### src/rtl/pp_mul_pkg.sv
// Shared types and helpers for the pp_pipeline_accel multiply/MAC stream unit.
// fits() drives out_ovf; sat() clamps results when PP_MUL_SAT_EN is defined.
package pp_mul_pkg;

  typedef enum logic {
    MODE_MUL = 1'b0,
    MODE_MAC = 1'b1
  } mode_e;

  // Scaled results are widened to MAXW before range checks; ACC_WIDTH must not exceed it.
  localparam int unsigned MAXW = 128;

  function automatic logic fits(input logic [MAXW-1:0] s, input int unsigned width,
                                input logic sgn);
    logic        top;
    int unsigned lo;
    logic        ok;
    top = sgn & s[MAXW-1];
    lo  = sgn ? width - 1 : width;
    ok  = 1'b1;
    for (int unsigned i = 0; i < MAXW; i++) begin
      if (i >= lo && s[i] != top) ok = 1'b0;
    end
    return ok;
  endfunction

  function automatic logic [MAXW-1:0] sat(input logic [MAXW-1:0] s, input int unsigned width,
                                          input logic sgn);
    logic [MAXW-1:0] mask;
    mask = ~({MAXW{1'b1}} << width);
    if (!sgn) return mask;
    if (s[MAXW-1]) return ~(mask >> 1);
    return mask >> 1;
  endfunction

endpackage

### src/rtl/pp_pipeline_accel_mul_core.sv
// ce-gated operand/product register chain (NUM_STAGE-1 deep) with valid/mode/last sidebands.
// Stage 1 holds operands; stages 2..NUM_STAGE-1 hold the sign-correct full product.
module pp_pipeline_accel_mul_core #(
  parameter int unsigned A_WIDTH   = 16,
  parameter int unsigned B_WIDTH   = 11,
  parameter int unsigned A_SIGNED  = 0,
  parameter int unsigned B_SIGNED  = 0,
  parameter int unsigned NUM_STAGE = 3
) (
  input  logic                       clk,
  input  logic                       reset,
  input  logic                       ce,
  input  logic                       in_valid,
  input  logic [A_WIDTH-1:0]         in_a,
  input  logic [B_WIDTH-1:0]         in_b,
  input  logic                       in_mode,
  input  logic                       in_last,
  output logic                       st_valid,
  output logic                       st_mode,
  output logic                       st_last,
  output logic [A_WIDTH+B_WIDTH:0]   st_prod
);

  localparam int unsigned PRW = A_WIDTH + B_WIDTH + 1;
  localparam int unsigned PD  = NUM_STAGE - 2;

  logic [A_WIDTH-1:0] s1_a;
  logic [B_WIDTH-1:0] s1_b;
  logic               s1_valid, s1_mode, s1_last;

  always_ff @(posedge clk or posedge reset) begin
    if (reset) begin
      s1_a     <= '0;
      s1_b     <= '0;
      s1_valid <= 1'b0;
      s1_mode  <= 1'b0;
      s1_last  <= 1'b0;
    end else if (ce) begin
      s1_a     <= in_a;
      s1_b     <= in_b;
      s1_valid <= in_valid;
      s1_mode  <= in_mode;
      s1_last  <= in_last;
    end
  end

  // One extra bit per operand turns mixed signedness into a plain signed multiply.
  logic signed [A_WIDTH:0]         ax;
  logic signed [B_WIDTH:0]         bx;
  logic signed [A_WIDTH+B_WIDTH+1:0] full;
  logic [PRW-1:0]                  prod0;

  assign ax    = {(A_SIGNED != 0) ? s1_a[A_WIDTH-1] : 1'b0, s1_a};
  assign bx    = {(B_SIGNED != 0) ? s1_b[B_WIDTH-1] : 1'b0, s1_b};
  assign full  = ax * bx;
  assign prod0 = full[PRW-1:0];

  if (PD == 0) begin : g_direct
    assign st_prod  = prod0;
    assign st_valid = s1_valid;
    assign st_mode  = s1_mode;
    assign st_last  = s1_last;
  end else begin : g_chain
    logic [PRW-1:0] p_q [PD];
    logic [PD-1:0]  v_q, m_q, l_q;

    always_ff @(posedge clk or posedge reset) begin
      if (reset) begin
        p_q <= '{default: '0};
        v_q <= '0;
        m_q <= '0;
        l_q <= '0;
      end else if (ce) begin
        p_q[0] <= prod0;
        v_q[0] <= s1_valid;
        m_q[0] <= s1_mode;
        l_q[0] <= s1_last;
        for (int unsigned i = 1; i < PD; i++) begin
          p_q[i] <= p_q[i-1];
          v_q[i] <= v_q[i-1];
          m_q[i] <= m_q[i-1];
          l_q[i] <= l_q[i-1];
        end
      end
    end

    assign st_prod  = p_q[PD-1];
    assign st_valid = v_q[PD-1];
    assign st_mode  = m_q[PD-1];
    assign st_last  = l_q[PD-1];
  end

endmodule

### src/rtl/pp_pipeline_accel_mul_stream.sv
// Pipelined MUL/MAC unit with valid/ready backpressure, last-delimited accumulation and scaling.
// Optional output saturation is enabled by defining PP_MUL_SAT_EN.
module pp_pipeline_accel_mul_stream #(
  parameter int unsigned A_WIDTH   = 16,
  parameter int unsigned B_WIDTH   = 11,
  parameter int unsigned A_SIGNED  = 0,
  parameter int unsigned B_SIGNED  = 0,
  parameter int unsigned ACC_WIDTH = 40,
  parameter int unsigned SHIFT     = 0,
  parameter int unsigned P_WIDTH   = 27,
  parameter int unsigned NUM_STAGE = 3
) (
  input  logic               clk,
  input  logic               reset,
  input  logic               ce,
  input  logic               in_valid,
  output logic               in_ready,
  input  logic [A_WIDTH-1:0] in_a,
  input  logic [B_WIDTH-1:0] in_b,
  input  logic               in_mode,
  input  logic               in_last,
  output logic               out_valid,
  input  logic               out_ready,
  output logic [P_WIDTH-1:0] out_p,
  output logic               out_ovf
);

  import pp_mul_pkg::*;

  localparam int unsigned PRW        = A_WIDTH + B_WIDTH + 1;
  localparam logic        OUT_SIGNED = (A_SIGNED != 0) || (B_SIGNED != 0);

  logic adv;
  assign adv      = ce && (!out_valid || out_ready);
  assign in_ready = adv;

  logic           st_valid, st_mode, st_last;
  logic [PRW-1:0] st_prod;

  pp_pipeline_accel_mul_core #(
    .A_WIDTH  (A_WIDTH),
    .B_WIDTH  (B_WIDTH),
    .A_SIGNED (A_SIGNED),
    .B_SIGNED (B_SIGNED),
    .NUM_STAGE(NUM_STAGE)
  ) u_core (
    .clk     (clk),
    .reset   (reset),
    .ce      (adv),
    .in_valid(in_valid),
    .in_a    (in_a),
    .in_b    (in_b),
    .in_mode (in_mode),
    .in_last (in_last),
    .st_valid(st_valid),
    .st_mode (st_mode),
    .st_last (st_last),
    .st_prod (st_prod)
  );

  logic [ACC_WIDTH-1:0] acc, prod_ext, r, s;
  logic [MAXW-1:0]      s_ext;
  logic                 acc_open, emit, ovf;
  logic [P_WIDTH-1:0]   p_next;

  always_comb begin
    prod_ext = ACC_WIDTH'($signed(st_prod));
    r        = prod_ext;
    if (st_mode == MODE_MAC) r = (acc_open ? acc : '0) + prod_ext;
    if (OUT_SIGNED) begin
      s     = ACC_WIDTH'($signed(r) >>> SHIFT);
      s_ext = MAXW'($signed(s));
    end else begin
      s     = r >> SHIFT;
      s_ext = MAXW'(s);
    end
    ovf  = !fits(s_ext, P_WIDTH, OUT_SIGNED);
    emit = st_valid && (st_mode == MODE_MUL || st_last);
`ifdef PP_MUL_SAT_EN
    p_next = ovf ? P_WIDTH'(sat(s_ext, P_WIDTH, OUT_SIGNED)) : P_WIDTH'(s_ext);
`else
    p_next = P_WIDTH'(s_ext);
`endif
  end

  // MUL beats bypass the accumulator so an open MAC group survives interleaved products.
  always_ff @(posedge clk or posedge reset) begin
    if (reset) begin
      acc       <= '0;
      acc_open  <= 1'b0;
      out_valid <= 1'b0;
      out_p     <= '0;
      out_ovf   <= 1'b0;
    end else if (adv) begin
      if (st_valid && st_mode == MODE_MAC) begin
        acc      <= r;
        acc_open <= !st_last;
      end
      out_valid <= emit;
      if (emit) begin
        out_p   <= p_next;
        out_ovf <= ovf;
      end
    end
  end

endmodule

### config.mk
export PLATFORM = sky130hd
export DESIGN_NAME = pp_pipeline_accel_mul_stream
export DESIGN_NICKNAME = d
export VERILOG_FILES = /design/src/rtl/pp_mul_pkg.sv /design/src/rtl/pp_pipeline_accel_mul_core.sv /design/src/rtl/pp_pipeline_accel_mul_stream.sv
export SDC_FILE = /design/constraint.sdc
export NUM_CORES = 1
export LEC_CHECK = 0
export BUFFER_PORTS_ARGS = -buffer_cell sky130_fd_sc_hd__buf_2
export CORE_ASPECT_RATIO = 0.9
export CORE_MARGIN = 5
export CORE_UTILIZATION = 45
export CTS_BUF_LIST = sky130_fd_sc_hd__clkbuf_4 sky130_fd_sc_hd__clkbuf_8 sky130_fd_sc_hd__clkbuf_16
export CTS_CLUSTER_SIZE = 40
export DETAILED_ROUTE_END_ITERATION = 16
export PLACE_DENSITY = 0.73
export REMOVE_ABC_BUFFERS = 1
export SLEW_MARGIN = 40
export SYNTH_ARGS = -nofsm -noshare
export SYNTH_HDL_FRONTEND = slang
export SYNTH_HIERARCHICAL = 1
export SYNTH_SLANG_ARGS = --single-unit
### constraint.sdc
create_clock -name clk -period 6.2 [get_ports clk]
set_input_delay 0.31 -clock clk [delete_from_list [all_inputs] [get_ports clk]]
set_output_delay 0.31 -clock clk [all_outputs]
set_load 0.03 [all_outputs]
==> flow_summary.yaml <==
global_routing:
  grt_max_degree: 75
  grtUsageTotal: 0.191
  grt_pass1_vias: 10600
  grt_pass1_wl_um: 52600
  grt_antenna_before_repair: 0
  grt-ovfl-total: 0
cts:
  cts.path.max_buffers: 2
  cts_tree: "built"
  clk_pin_slew_ns: 0.07
  cts_root_buf: "clkbuf_16"
  cts_made_buffers: 17
  htreeDepth: 4
  cts_setup_buffers: 0
  clkLatencyLatePin_ns: 0.43
  cts.sinks: 130
synthesis:
  synth.distinct_cells: 76
  synth_xor_area_frac: 0.0318
  netlist_area_um2: 13500
  ys_seq_area_frac: 0.241
  ys_ff_latch: 130
  synth-edff-count: 0
  synthCells: 1484
  yosys_warnings: 6
  synthAdderAreaFrac: 0.283
  synthMuxAreaShare: 0.0700
  avgSynthCellArea_um2: 9.10
  synthFlopType: "dfrtp_1"
  synthArstFlopShare: 1.00
  yosys.area_share.simple: 0.164
  synth_top_family_by_area: "adder cells"
  synth-compound-area-share: 0.135
detailed_routing:
  antenna_left: 0
  drt_iter0_drc: 579
  via_count: 10400
  via_per_inst: 5.41
  finalWirelength_um: 30400
  dr.pass1.iters: 5
  drc: 0
  wl_per_cell_um: 15.9
layout:
  nets: 1764
  syn_to_final_growth_pct: 9.20
  num_antenna_cells: 0
  drive_gt1_frac: 0.130
  fill_cells: 2792
place:
  numPortBuffers: 63
  place.detailed.hpwl_um: 22900
  routabilityCongestion: 0.918
die:
  die_area_um2: 33600
  core.rowCount: 60
  ioPinCount: 64
  fp.dieH_um: 174
  core_area_um2: 29700
  start_util: 0.454
  die_w_um: 193
timing:
  min_period_ns: 5.52
  rsz0062_at_grt: "no"
  tightestPinTransition_ns: 0.700
  slew-limit-headroom: 0.534
  min_period_over_period: 0.890
  max_freq_mhz: 181
  setup_viol: 0
  slew_viol_final: 0
  hold_viol_final: 0
  tns_ns: 0
  clock_skew_ns: 0.0270
critical_path:
  required_ns: 6.56
  cpMostUsedCell: "fa_1"
  path_buf_inv: 3
  slowest_delay_ns: 0.72
  crit_type: "flip-flop to flip-flop"
  crit_arrival_ns: 5.88
  path_cells: "nand2_1 -> fa_1 -> fa_1 -> fa_1 -> inv_1 -> fa_1 -> inv_1 -> fa_1 -> inv_1 -> ha_1 -> o21ai_2 -> a211o_1 -> a21oi_1 -> o21ai_1 -> or3_1 -> nand3_1"
  slowest_stage: "dfrtp_1"
  path_max_fanout: 17
  crit_family: "adder cells"
  cp-start-kind: "flip-flop"
  end_kind: "flip-flop"
worst_hold_path:
  hold_class: "input port to flip-flop"
run:
  drv_cap: 0
outcome:
  status: "complete, no violations"
[worst reg2reg max path, cell delays in order, from the launching register on]
cell and delay (ns):
dfrtp_1 0.72, nand2_1 0.18, fa_1 0.59, fa_1 0.44, fa_1 0.49, inv_1 0.05
fa_1 0.53, inv_1 0.06, fa_1 0.53, inv_1 0.04, ha_1 0.40, o21ai_2 0.11
a211o_1 0.33, a21oi_1 0.25, o21ai_1 0.24, or3_1 0.42, nand3_1 0.08
[cells in the final DEF (no fill, tap or decap), types with 28 or more instances in the layout]
cell type and count:
nand2_1 213, nor2_1 28, inv_1 176, dfrtp_1 129, mux2_2 60, o21ai_0 94, a21oi_1 75, and2_1 132
buf_2 63, ha_1 104, fa_1 126, xnor2_1 31
[area by class of cell]
class / count / area, um^2 / share of cell area
clock buffers: 17 / 425 / 0.0288
clock inverters: 15 / 254 / 0.0172
inverters: 178 / 668 / 0.0453
multi-input cells: 1102 / 9260 / 0.628
flip-flops and latches: 130 / 3250 / 0.221
well taps: 403 / 504 / 0.0342
repair buffers: 71 / 385 / 0.0261
[logic make-up after synthesis]
logic type	count (synthesis)
AO/OA/AOI/OAI	288
flip-flops	130
AND/OR/NAND/NOR	447
other	1
XOR/XNOR	49
multiplexers	87
buffers and inverters	252
adder cells (fa/ha/maj)	230
[synth_stat cells (27+ instances only)]
cell	instances	area (um^2)
mux2_2	60	676
fa_1	126	2520
dfrtp_1	130	3250
nand2_1	213	800
o21ai_0	94	470
and2_1	132	826
inv_1	178	668
clkbuf_1	51	191
nor2_1	28	105
mux2i_1	27	270
ha_1	104	1300
xnor2_1	31	272
a21oi_1	75	375
[per-layer routing]
metal,vias up,track usage,share of wire
li1,4932,-,-
met1,5152,0.267,0.46
met2,248,0.309,0.47
met3,25,0.0347,0.055
met4,0,0.0431,0.014
met5,-,0,0
[what timing repair did]
action                    4_1_cts  5_1_grt
resized for setup               0        0
hold endpoints to repair        1        0
hold buffers                    1        0
[per-stage QoR]
stage,area [um^2],setup slack [ns],hold WS [ns],instances,util
global route,14800,0.424,0.102,1916,0.496
finish,14800,0.679,0.106,1916,0.496
global placement,14100,0.851,0.167,1883,0.473
detailed placement,14100,0.789,0.178,1883,0.473
CTS,14700,0.739,0.0929,1916,0.496
floorplan,13200,1.13,0.442,1410,-
[path summary, 6_finish.rpt]
kind	from	endpoint	slack (ns)	depth (start not counted)
max	u_core/s1_b[4]$_DFFE_PP0P_	u_core/st_prod[26]$_DFFE_PP0P_	0.68	16
min	in_b[2]	u_core/s1_b[2]$_DFFE_PP0P_	0.11	2
max reg2reg	u_core/s1_b[4]$_DFFE_PP0P_	u_core/st_prod[26]$_DFFE_PP0P_	0.68	16
min reg2reg	acc[9]$_DFFE_PP0P_	acc[9]$_DFFE_PP0P_	0.47	2
max in group asynchronous	reset	acc[13]$_DFFE_PP0P_	5.13	4
min in group asynchronous	reset	out_valid$_DFFE_PP0P_	0.31	3
[flip-flops by register name, summed over array words and instances, names as in the netlist]
name,count
acc,40
acc_open,1
out_ovf,1
out_p,27
out_valid,1
u_core/s1_a,16
u_core/s1_b,11
u_core/s1_last,1
u_core/s1_mode,1
u_core/s1_valid,1
u_core/st_last,1
u_core/st_mode,1
u_core/st_prod,27
u_core/st_valid,1
Power is left out: the tool's default activity adds up to more than one toggle a clock period on the data nets, which glitch-free logic cannot reach.
